[config.mk]
export PLATFORM = sky130hd
export DESIGN_NAME = usb_rx_decoder
export DESIGN_NICKNAME = d
export VERILOG_FILES = /design/src/rtl/usb_rx_decoder.sv
export SDC_FILE = /design/constraint.sdc
export NUM_CORES = 1
export LEC_CHECK = 0
export CAP_MARGIN = 30
export CORE_MARGIN = 10
export CORE_UTILIZATION = 47
export DETAILED_ROUTE_END_ITERATION = 10
export GPL_ROUTABILITY_DRIVEN = 0
export PLACE_DENSITY = 0.71
export SLEW_MARGIN = 0
export SYNTH_ARGS = -nofsm -noshare
export SYNTH_HDL_FRONTEND = slang
export SYNTH_SLANG_ARGS = --single-unit
export TNS_END_PERCENT = 10
[constraint.sdc]
create_clock -name clk -period 2.9 [get_ports clk]
set_input_delay 0.87 -clock clk [delete_from_list [all_inputs] [get_ports clk]]
set_output_delay 0.87 -clock clk [all_outputs]
set_load 0.02 [all_outputs]
[src/rtl/usb_rx_decoder.sv]
// USB receive front end: NRZI decode, SYNC hunt, bit unstuffing, EOP detect.
// Emits the unstuffed serial stream (PID first, LSB first) with framing pulses.
module usb_rx_decoder #(
    parameter int MAX_PKT_BITS = 88,
    parameter int STUFF_LEN    = 6
) (
    input  logic       clk,
    input  logic       rst,
    input  logic       rx_en,
    input  logic       dp_in,
    input  logic       dm_in,
    output logic       rx_active,
    output logic       pkt_start,
    output logic       bit_out,
    output logic       bit_valid,
    output logic       eop,
    output logic       err,
    output logic [1:0] err_code
);

    typedef enum logic [1:0] {IDLE, SYNC, DATA, EOP} state_t;

    localparam logic [6:0] MAX_BITS = 7'(MAX_PKT_BITS);
    localparam logic [2:0] STUFF    = 3'(STUFF_LEN);
    localparam logic [1:0] E_STUFF  = 2'b01;
    localparam logic [1:0] E_LINE   = 2'b10;
    localparam logic [1:0] E_LEN    = 2'b11;

    state_t     state, state_d;
    logic       prev_level, prev_d;
    logic [2:0] sync_cnt, sync_d;
    logic [2:0] ones_cnt, ones_d;
    logic [6:0] bit_cnt, bit_d;
    logic [1:0] se0_cnt, se0_d;

    logic       ev_start, ev_bit, ev_eop, ev_err;
    logic [1:0] ev_code;
    logic       act_d, out_d;
    logic [1:0] code_d;

    logic line_j, line_k, line_se0, line_jk, dec;

    assign line_j   = dp_in & ~dm_in;
    assign line_k   = ~dp_in & dm_in;
    assign line_se0 = ~dp_in & ~dm_in;
    assign line_jk  = line_j | line_k;
    // prev_level holds dp of the last J/K sample, so equal dp means a decoded 1
    assign dec      = (dp_in == prev_level);

    always_ff @(posedge clk or posedge rst) begin
        if (rst) begin
            state      <= IDLE;
            prev_level <= 1'b1;
            sync_cnt   <= '0;
            ones_cnt   <= '0;
            bit_cnt    <= '0;
            se0_cnt    <= '0;
        end else begin
            state      <= state_d;
            prev_level <= prev_d;
            sync_cnt   <= sync_d;
            ones_cnt   <= ones_d;
            bit_cnt    <= bit_d;
            se0_cnt    <= se0_d;
        end
    end

    always_comb begin
        state_d  = state;
        prev_d   = prev_level;
        sync_d   = sync_cnt;
        ones_d   = ones_cnt;
        bit_d    = bit_cnt;
        se0_d    = se0_cnt;
        ev_start = 1'b0;
        ev_bit   = 1'b0;
        ev_eop   = 1'b0;
        ev_err   = 1'b0;
        ev_code  = 2'b00;
        if (!rx_en) begin
            state_d = IDLE;
            prev_d  = 1'b1;
        end else begin
            unique case (state)
                IDLE: begin
                    if (line_k) begin
                        state_d = SYNC;
                        sync_d  = 3'd1;
                        prev_d  = 1'b0;
                    end else begin
                        prev_d = 1'b1;
                    end
                end
                SYNC: begin
                    if (!line_jk || (dec != (sync_cnt == 3'd7))) begin
                        state_d = IDLE;
                        prev_d  = 1'b1;
                    end else if (sync_cnt == 3'd7) begin
                        state_d  = DATA;
                        ev_start = 1'b1;
                        ones_d   = 3'd1;
                        bit_d    = '0;
                        prev_d   = dp_in;
                    end else begin
                        sync_d = sync_cnt + 3'd1;
                        prev_d = dp_in;
                    end
                end
                DATA: begin
                    if (line_jk) begin
                        prev_d = dp_in;
                        if (ones_cnt == STUFF) begin
                            if (!dec) begin
                                ones_d = '0;
                            end else begin
                                ev_err  = 1'b1;
                                ev_code = E_STUFF;
                                state_d = IDLE;
                                prev_d  = 1'b1;
                            end
                        end else if (bit_cnt == MAX_BITS) begin
                            ev_err  = 1'b1;
                            ev_code = E_LEN;
                            state_d = IDLE;
                            prev_d  = 1'b1;
                        end else begin
                            ev_bit = 1'b1;
                            bit_d  = bit_cnt + 7'd1;
                            ones_d = dec ? ones_cnt + 3'd1 : 3'd0;
                        end
                    end else if (line_se0) begin
                        state_d = EOP;
                        se0_d   = 2'd1;
                    end else begin
                        ev_err  = 1'b1;
                        ev_code = E_LINE;
                        state_d = IDLE;
                        prev_d  = 1'b1;
                    end
                end
                EOP: begin
                    if (line_se0) begin
                        se0_d = (se0_cnt == 2'd3) ? 2'd3 : se0_cnt + 2'd1;
                    end else if (line_j && se0_cnt >= 2'd2) begin
                        ev_eop  = 1'b1;
                        state_d = IDLE;
                        prev_d  = 1'b1;
                    end else begin
                        ev_err  = 1'b1;
                        ev_code = E_LINE;
                        state_d = IDLE;
                        prev_d  = 1'b1;
                    end
                end
                default: begin
                    state_d = IDLE;
                    prev_d  = 1'b1;
                end
            endcase
        end
    end

    always_comb begin
        act_d  = (state_d == DATA) || (state_d == EOP);
        out_d  = ev_bit & dec;
        code_d = ev_err ? ev_code : err_code;
    end

    always_ff @(posedge clk or posedge rst) begin
        if (rst) begin
            rx_active <= 1'b0;
            pkt_start <= 1'b0;
            bit_out   <= 1'b0;
            bit_valid <= 1'b0;
            eop       <= 1'b0;
            err       <= 1'b0;
            err_code  <= 2'b00;
        end else begin
            rx_active <= act_d;
            pkt_start <= ev_start;
            bit_out   <= out_d;
            bit_valid <= ev_bit;
            eop       <= ev_eop;
            err       <= ev_err;
            err_code  <= code_d;
        end
    end

endmodule

==> metrics.md, run 1 <==
| Metric | Value |
|---|---|
| Outcome | `complete, no violations` |
| Critical setup path kind | `primary input to flop` |
| Final instance area | `1810 µm²` |
| Synthesized area | `1530 µm²` |
| Final setup violating endpoints | `0` |
| Vias post-DR | `approximately 1300` |
| Post-CTS setup repair buffer count | `0` |
| Die Ht | `77.1 µm` |
| Largest net degree at the start of global routing | `16` |
| Synth top area share | `between 40% and 50%` |
| GRT Residual Overflow | `0` |
| Worst Skew | `0.00422 ns` |
| Area grow syn2layout | `17.9%` |
| Initial antenna violation count | `0` |
| Antenna Violating Nets Remaining | `0` |
| Yosys reg bits | `26` |
| Dpl cells | `223` |
| Layout cells sized above 1 | `10.4%` |
| Tcrit/Tclk final | `91.3%` |
| Total routed wirelength | `3320 µm` |
| Startpoint types | `primary input` |
| Area of the multi-input gates | `808 µm²` |
| Biggest area consumer among synthesized cells | `dfrtp_1` |
| Max_cap viols | `0` |
| Iter 0 DRT Violations | `91` |
| Gate Count Post-Synth | `roughly 160` |
| CTS-repair resized insts | `0` |
| Post-Place Worst Slack | `-0.0693 ns` |
| Syn Nets | `173` |
| IO buf count | `12` |
| Fill count | `287` |
| Clock Latency Late Sink | `0.31 ns` |
| Setup WS post-layout | `0.251 ns` |
| Peak supply drop | `0.223 mV` |
| Drt wl/cell | `14.6 µm` |
| Post-synth EDFFs | `0` |
| Synth warnings | `0` |
| Clk Tree Root Cell | `clkbuf_4` |
| Inserted Clock Buffers | `3` |
| Power per Cell Area | `358 nW/µm²` |
| FP Rows | `20` |
| Worst EP required | `a little over 3 ns` |
| Ys async rst share | `100%` |
| Least-Margin Pin Slew | `0.556 ns` |
| Core area | `3080 µm²` |
| HPWL after DPL | `between 2000 and 3000 µm` |
| Vias in the first global route | `1302` |
| Sequential cell area | `652 µm²` |
| Worst Path Max Fanout | `3` |
| Die area | `approximately 5900 µm²` |
| CTS tree | `done` |
| Cts hold-fix bufs | `0` |
| Predominant post-synthesis flop cell | `dfrtp_1` |
| Clock-pin slew on the worst setup and hold paths | `roughly 0.14 ns` |
| Fin. Hold Viols | `0` |
| Slew Viols, Final | `0` |
| First-pass GRT wire length | `~6100 µm` |
| Area contributors post-synth | `dfrtp_1 41%, ha_1 7.3%, inv_1 3.7%` |
| DIE WIDTH | `around 77 µm` |
| Leak | `0.826 nW` |
| Initial core utilization | `~50%` |
| Final Core Density | `between 50% and 60%` |
| Final period demand of the worst path | `2.65 ns` |
| Pre-Repair DR Iteration Count | `4` |
| Worst hold path class | `flop to flop` |
| Slew HR | `a little over three fifths` |
| Sequential area share after synthesis | `around 42%` |
| Area post-placement | `1780 µm²` |
| CTS sink cnt | `26` |
| Max H-tree Level | `1` |
| Non-Filler Instances | `227` |
| Post-DR vias/cell | `5.52` |
| Netlist cell types | `43` |
| Design Power | `0.000647 W` |
| Worst setup EP type | `flop` |
| Diode count | `0` |
| Critical Path AT | `2.86 ns` |
| Remaining DRCs | `0` |
| GRT Util Overall | `11.6%` |
| Bufs on Longest Clock Path | `2` |
| IO Count | `13` |
| Final-stage net count | `just under 200` |
| Synth Area per Inst | `around 9.6 µm²` |
| Setup repair after global routing missed its margin | `no` |
| Fmax | `378 MHz` |
[logic make-up after synthesis]
logic type / Yosys count / share of synthesized area (%)
AND/OR/NAND/NOR: 58 / 19.3
AO/OA/AOI/OAI: 34 / 17.0
flip-flops: 26 / 42.5
buffers and inverters: 19 / 4.81
adder cells (fa/ha/maj): 9 / 7.34
XOR/XNOR: 7 / 4.89
multiplexers: 6 / 4.16
[sequential cells by signal, summed over array words and instances (netlist names), 2 cells and up]
name / count
se0_cnt: 2
ones_cnt: 3
err_code: 2
bit_cnt: 7
sync_cnt: 3
state: 2
[placed cells by master (no fill, tap or decap), types with 5 or more instances in the layout]
| cell type | n |
|---|---|
| nand3_1 | 6 |
| nor2b_1 | 5 |
| nand2_1 | 14 |
| buf_4 | 12 |
| o21ai_0 | 9 |
| clkdlybuf4s50_1 | 12 |
| dfrtp_1 | 25 |
| inv_1 | 15 |
| ha_1 | 9 |
| a21oi_1 | 7 |
| nor2_1 | 15 |
[worst max-delay path, stage by stage]
cell and delay, ns:
clkdlybuf4s50_1 0.49, inv_1 0.07, ha_1 0.32, inv_1 0.08, nor3_1 0.25, mux2_2 0.19
and3_1 0.25, mux2_1 0.34
[per-layer routing]
layer	up-vias	GRT usage, %	routed length (µm)
li1	605	-	-
met5	-	0	0
met3	4	2.56	172
met4	0	2.37	29
met1	614	14.3	1440
met2	30	19.8	1670
[where the power goes]
part | leakage, nW | internal, W | total (W) | switching [W]
Clock | 0.0150 | 0.0000536 | 0.000158 | 0.000105
Sequential | 0.340 | 0.000376 | 0.000392 | 0.0000154
Combinational | 0.471 | 0.0000468 | 0.0000969 | 0.0000501
[area by class of cell]
type                            count  share of cell area, %
Multi-Input combinational cell    114                   44.7
Sequential cell                    26                   36.1
Timing Repair Buffer               24                   11.6
Inverter                           15                   3.11
Tap cell                           44                   3.04
Clock buffer                        4                   1.45
[cell usage after synthesis, types with 2 or more instances]
cell       count
a21oi_1        7
and3_1         3
nor2_1        15
nand2b_1       3
inv_1         15
xnor2_1        4
mux2i_1        3
a211oi_1       2
o21a_1         2
a32o_1         2
xor2_1         2
mux2_1         2
o2111ai_1      2
and2_1         2
dfrtp_1       25
clkbuf_1       2
nand2_1       14
buf_2          2
nor2b_1        5
a221o_1        3
o21ai_0        9
ha_1           9
nand3_1        6
[final timing paths]
kind	startpoint	to	slack, ns	cells past startpoint
max in group asynchronous	rst	se0_cnt[0]$_DFFE_PP0P_	1.46	3
hold reg to reg	err_code[0]$_DFFE_PP0P_	err_code[0]$_DFFE_PP0P_	0.52	2
min in group asynchronous	rst	bit_valid$_DFF_PP0_	0.88	2
hold / removal	err_code[0]$_DFFE_PP0P_	err_code[0]$_DFFE_PP0P_	0.52	2
setup reg to reg	state[1]$_DFF_PP0_	bit_cnt[5]$_DFFE_PP0P_	0.89	5
setup / recovery	dp_in	sync_cnt[0]$_DFFE_PP0P_	0.25	8
[metrics by stage]
step | hold WS, ns | TNS (ns)
final | 0.522 | 0
after global routing | 0.562 | 0
after CTS | 0.527 | 0
after detailed placement | 0.497 | -0.0905
after global placement | 0.483 | 0
after floorplan | 0.471 | 0
No activity file was read; power rests on OpenSTA's default activity.
==> run 2: changes to the inputs <==
--- a/config.mk
+++ b/config.mk
@@ -10,9 +10,9 @@
 export CORE_UTILIZATION = 47
 export DETAILED_ROUTE_END_ITERATION = 10
 export GPL_ROUTABILITY_DRIVEN = 0
-export PLACE_DENSITY = 0.71
+export PLACE_DENSITY_LB_ADDON = 0.08
 export SLEW_MARGIN = 0
 export SYNTH_ARGS = -nofsm -noshare
 export SYNTH_HDL_FRONTEND = slang
 export SYNTH_SLANG_ARGS = --single-unit
-export TNS_END_PERCENT = 10
+export TNS_END_PERCENT = 100
==> run 2 against run 1 <==
Net effect:
- flip-flop and latch count stayed put
- design area shrank 0.41%
- first-iteration DRC count did not move
==> metrics.md, run 2 (synthesis results as in run 1) <==
| Metric | Value |
|---|---|
| First-pass GRT wire length | `5650 µm (-6.6%)` |
| Cts hold-fix bufs | `0 (unchanged)` |
| Final instance area | `1800 µm² (-0.41%)` |
| Startpoint types | `primary input` |
| CTS sink cnt | `26 (unchanged)` |
| GRT Residual Overflow | `0 (unchanged)` |
| Final Core Density | `58.5% (-0.24 points)` |
| Clock-pin slew on the worst setup and hold paths | `0.15 ns (about the same)` |
| Slew Viols, Final | `0 (unchanged)` |
| Antenna Violating Nets Remaining | `0 (unchanged)` |
| Worst EP required | `3.12 ns (about the same)` |
| Largest net degree at the start of global routing | `27 (+11)` |
| Top flop regs | `bit_cnt: 7 flops, ones_cnt: 3 flops, sync_cnt: 3 flops` |
| CTS tree | `done` |
| Hold Crit Start | `err_code[0]$_DFFE_PP0P_` |
| Setup repair after global routing missed its margin | `no` |
| Most flops, register | `bit_cnt` |
| Slowest cell on crit path | `clkdlybuf4s50_1` |
| Worst r2r src | `state[1]$_DFF_PP0_` |
| R2R depth | `5 (unchanged)` |
| Die Ht | `77.1 µm (unchanged)` |
| Hold path cells | `2 (unchanged)` |
| Fin. Hold Viols | `0 (unchanged)` |
| Worst Skew | `0.00741 ns (+0.00319 ns)` |
| Clk Tree Root Cell | `clkbuf_4` |
| Dpl cells | `222 (-0.45%)` |
| Worst Path Max Fanout | `4 (+1)` |
| Core area | `3080 µm² (unchanged)` |
| GRT Util Overall | `11.0% (-0.51 points)` |
| Post-DR vias/cell | `5.31 (-3.9%)` |
| Critical R2R Capture | `bit_cnt[5]$_DFFE_PP0P_` |
| Power per Cell Area | `359 nW/µm² (+0.25%)` |
| Total routed wirelength | `3130 µm (-5.8%)` |
| Leak | `0.822 nW (-0.53%)` |
| Fmax | `390 MHz (+3.4%)` |
| Critical-path cell list | `clkdlybuf4s50_1 > inv_1 > ha_1 > inv_1 > nor3_1 > mux2_2 > and3_1 > mux2_1` |
| Leading cell type in the layout, fill and taps excluded | `dfrtp_1` |
| Tcrit/Tclk final | `88.4% (-3.0 points)` |
| Final period demand of the worst path | `2.56 ns (-0.0863 ns)` |
| Layout cells sized above 1 | `9.89% (-0.49 points)` |
| Vias in the first global route | `1233 (-5.3%)` |
| Drt wl/cell | `13.8 µm (-5.4%)` |
| Non-Filler Instances | `226 (-0.44%)` |
| Worst setup EP type | `flop` |
| Area post-placement | `1770 µm² (-0.42%)` |
| Max reg flops | `7 (unchanged)` |
| Sequential cell area | `652 µm² (unchanged)` |
| Fill count | `283 (-1.4%)` |
| Vias post-DR | `1199 (-4.3%)` |
| CTS-repair resized insts | `0 (unchanged)` |
| Initial core utilization | `49.8% (unchanged)` |
| Worst Hold End | `err_code[0]$_DFFE_PP0P_` |
| Post-CTS setup repair buffer count | `0 (unchanged)` |
| Inserted Clock Buffers | `3 (unchanged)` |
| Design Power | `0.000646 W (-0.16%)` |
| Peak supply drop | `0.218 mV (-2.4%)` |
| DIE WIDTH | `77.1 µm (unchanged)` |
| Worst hold path class | `flop to flop` |
| Remaining DRCs | `0 (unchanged)` |
| Final-stage net count | `197 (-0.51%)` |
| IO buf count | `12 (unchanged)` |
| Critical setup path kind | `primary input to flop` |
| Least-Margin Pin Slew | `0.546 ns (-0.00958 ns)` |
| Critical Path AT | `2.78 ns (-0.08 ns)` |
| Slew HR | `63.5% (+0.64 points)` |
| Area of the multi-input gates | `808 µm² (unchanged)` |
| Final setup violating endpoints | `0 (unchanged)` |
| Iter 0 DRT Violations | `91 (unchanged)` |
| Initial antenna violation count | `0 (unchanged)` |
| Worst path max stage delay | `0.47 ns (-0.02 ns)` |
| IO Count | `13 (unchanged)` |
| Clock Latency Late Sink | `0.32 ns (about the same)` |
| Pre-Repair DR Iteration Count | `4 (unchanged)` |
| Bufs on Longest Clock Path | `2 (unchanged)` |
| Leading cell types in the layout, fill and taps excluded | `25 x dfrtp_1, 15 x inv_1, 15 x nor2_1` |
| Max H-tree Level | `1 (unchanged)` |
| Max_cap viols | `0 (unchanged)` |
| Worst path most repeated cell | `inv_1` |
| HPWL after DPL | `2430 µm (-9.6%)` |
| Diode count | `0 (unchanged)` |
| Outcome | `complete, no violations` |
| Die area | `5950 µm² (unchanged)` |
| Area grow syn2layout | `17.4%` |
| Reg-to-reg setup timing slack | `0.85 ns (-0.04 ns)` |
| FP Rows | `20 (unchanged)` |
[run 2: cell type report]
type,count,share of cell area [%]
multi-input combinational,114,44.9
sequential,26,36.2
timing repair buffer,23,11.3
inverter,15,3.13
tap,44,3.06
clock buffer,4,1.46
[run 2: report_power, final]
| part | internal [W] | leakage, nW | switching [W] |
|---|---|---|---|
| registers | 0.000376 | 0.340 | 0.0000149 |
| clock network | 0.0000538 | 0.0150 | 0.000108 |
| logic | 0.0000441 | 0.467 | 0.0000487 |
[run 2: metrics by stage]
step,setup slack [ns],hold slack (ns),TNS (ns)
floorplan,0.558,0.471,0
global placement,0.0722,0.466,0
detailed placement,-0.00466,0.483,-0.00466
CTS,0.342,0.515,0
global route,0.199,0.559,0
finish,0.337,0.505,0
[run 2: worst max-delay path by stage]
| stage | startpoint | slack, ns | to | cells after the start |
|---|---|---|---|---|
| CTS | dp_in | 0.34 | sync_cnt[0]$_DFFE_PP0P_ | 8 |
| detailed placement | dp_in | -0.005 | sync_cnt[0]$_DFFE_PP0P_ | 8 |
| floorplan | dp_in | 0.56 | sync_cnt[0]$_DFFE_PP0P_ | 7 |
| global placement | dp_in | 0.07 | err_code[1]$_DFFE_PP0P_ | 8 |
| finish | dp_in | 0.34 | sync_cnt[0]$_DFFE_PP0P_ | 8 |
| global route | dp_in | 0.20 | sync_cnt[0]$_DFFE_PP0P_ | 8 |
[run 2: worst max-delay path: cells and delay by family]
family / cells / cell delay, ns
AND/OR/NAND/NOR: 2 / 0.43
multiplexers: 2 / 0.51
adder cells (fa/ha/maj): 1 / 0.33
buffers and inverters: 3 / 0.64
[run 2: routing by layer]
metal	track usage [%]	vias up	part of all wire (%)
met5	0	-	0
li1	-	608	-
met3	2.45	2	3.7
met2	18.3	19	47
met1	13.9	570	49
met4	3.10	0	0.32
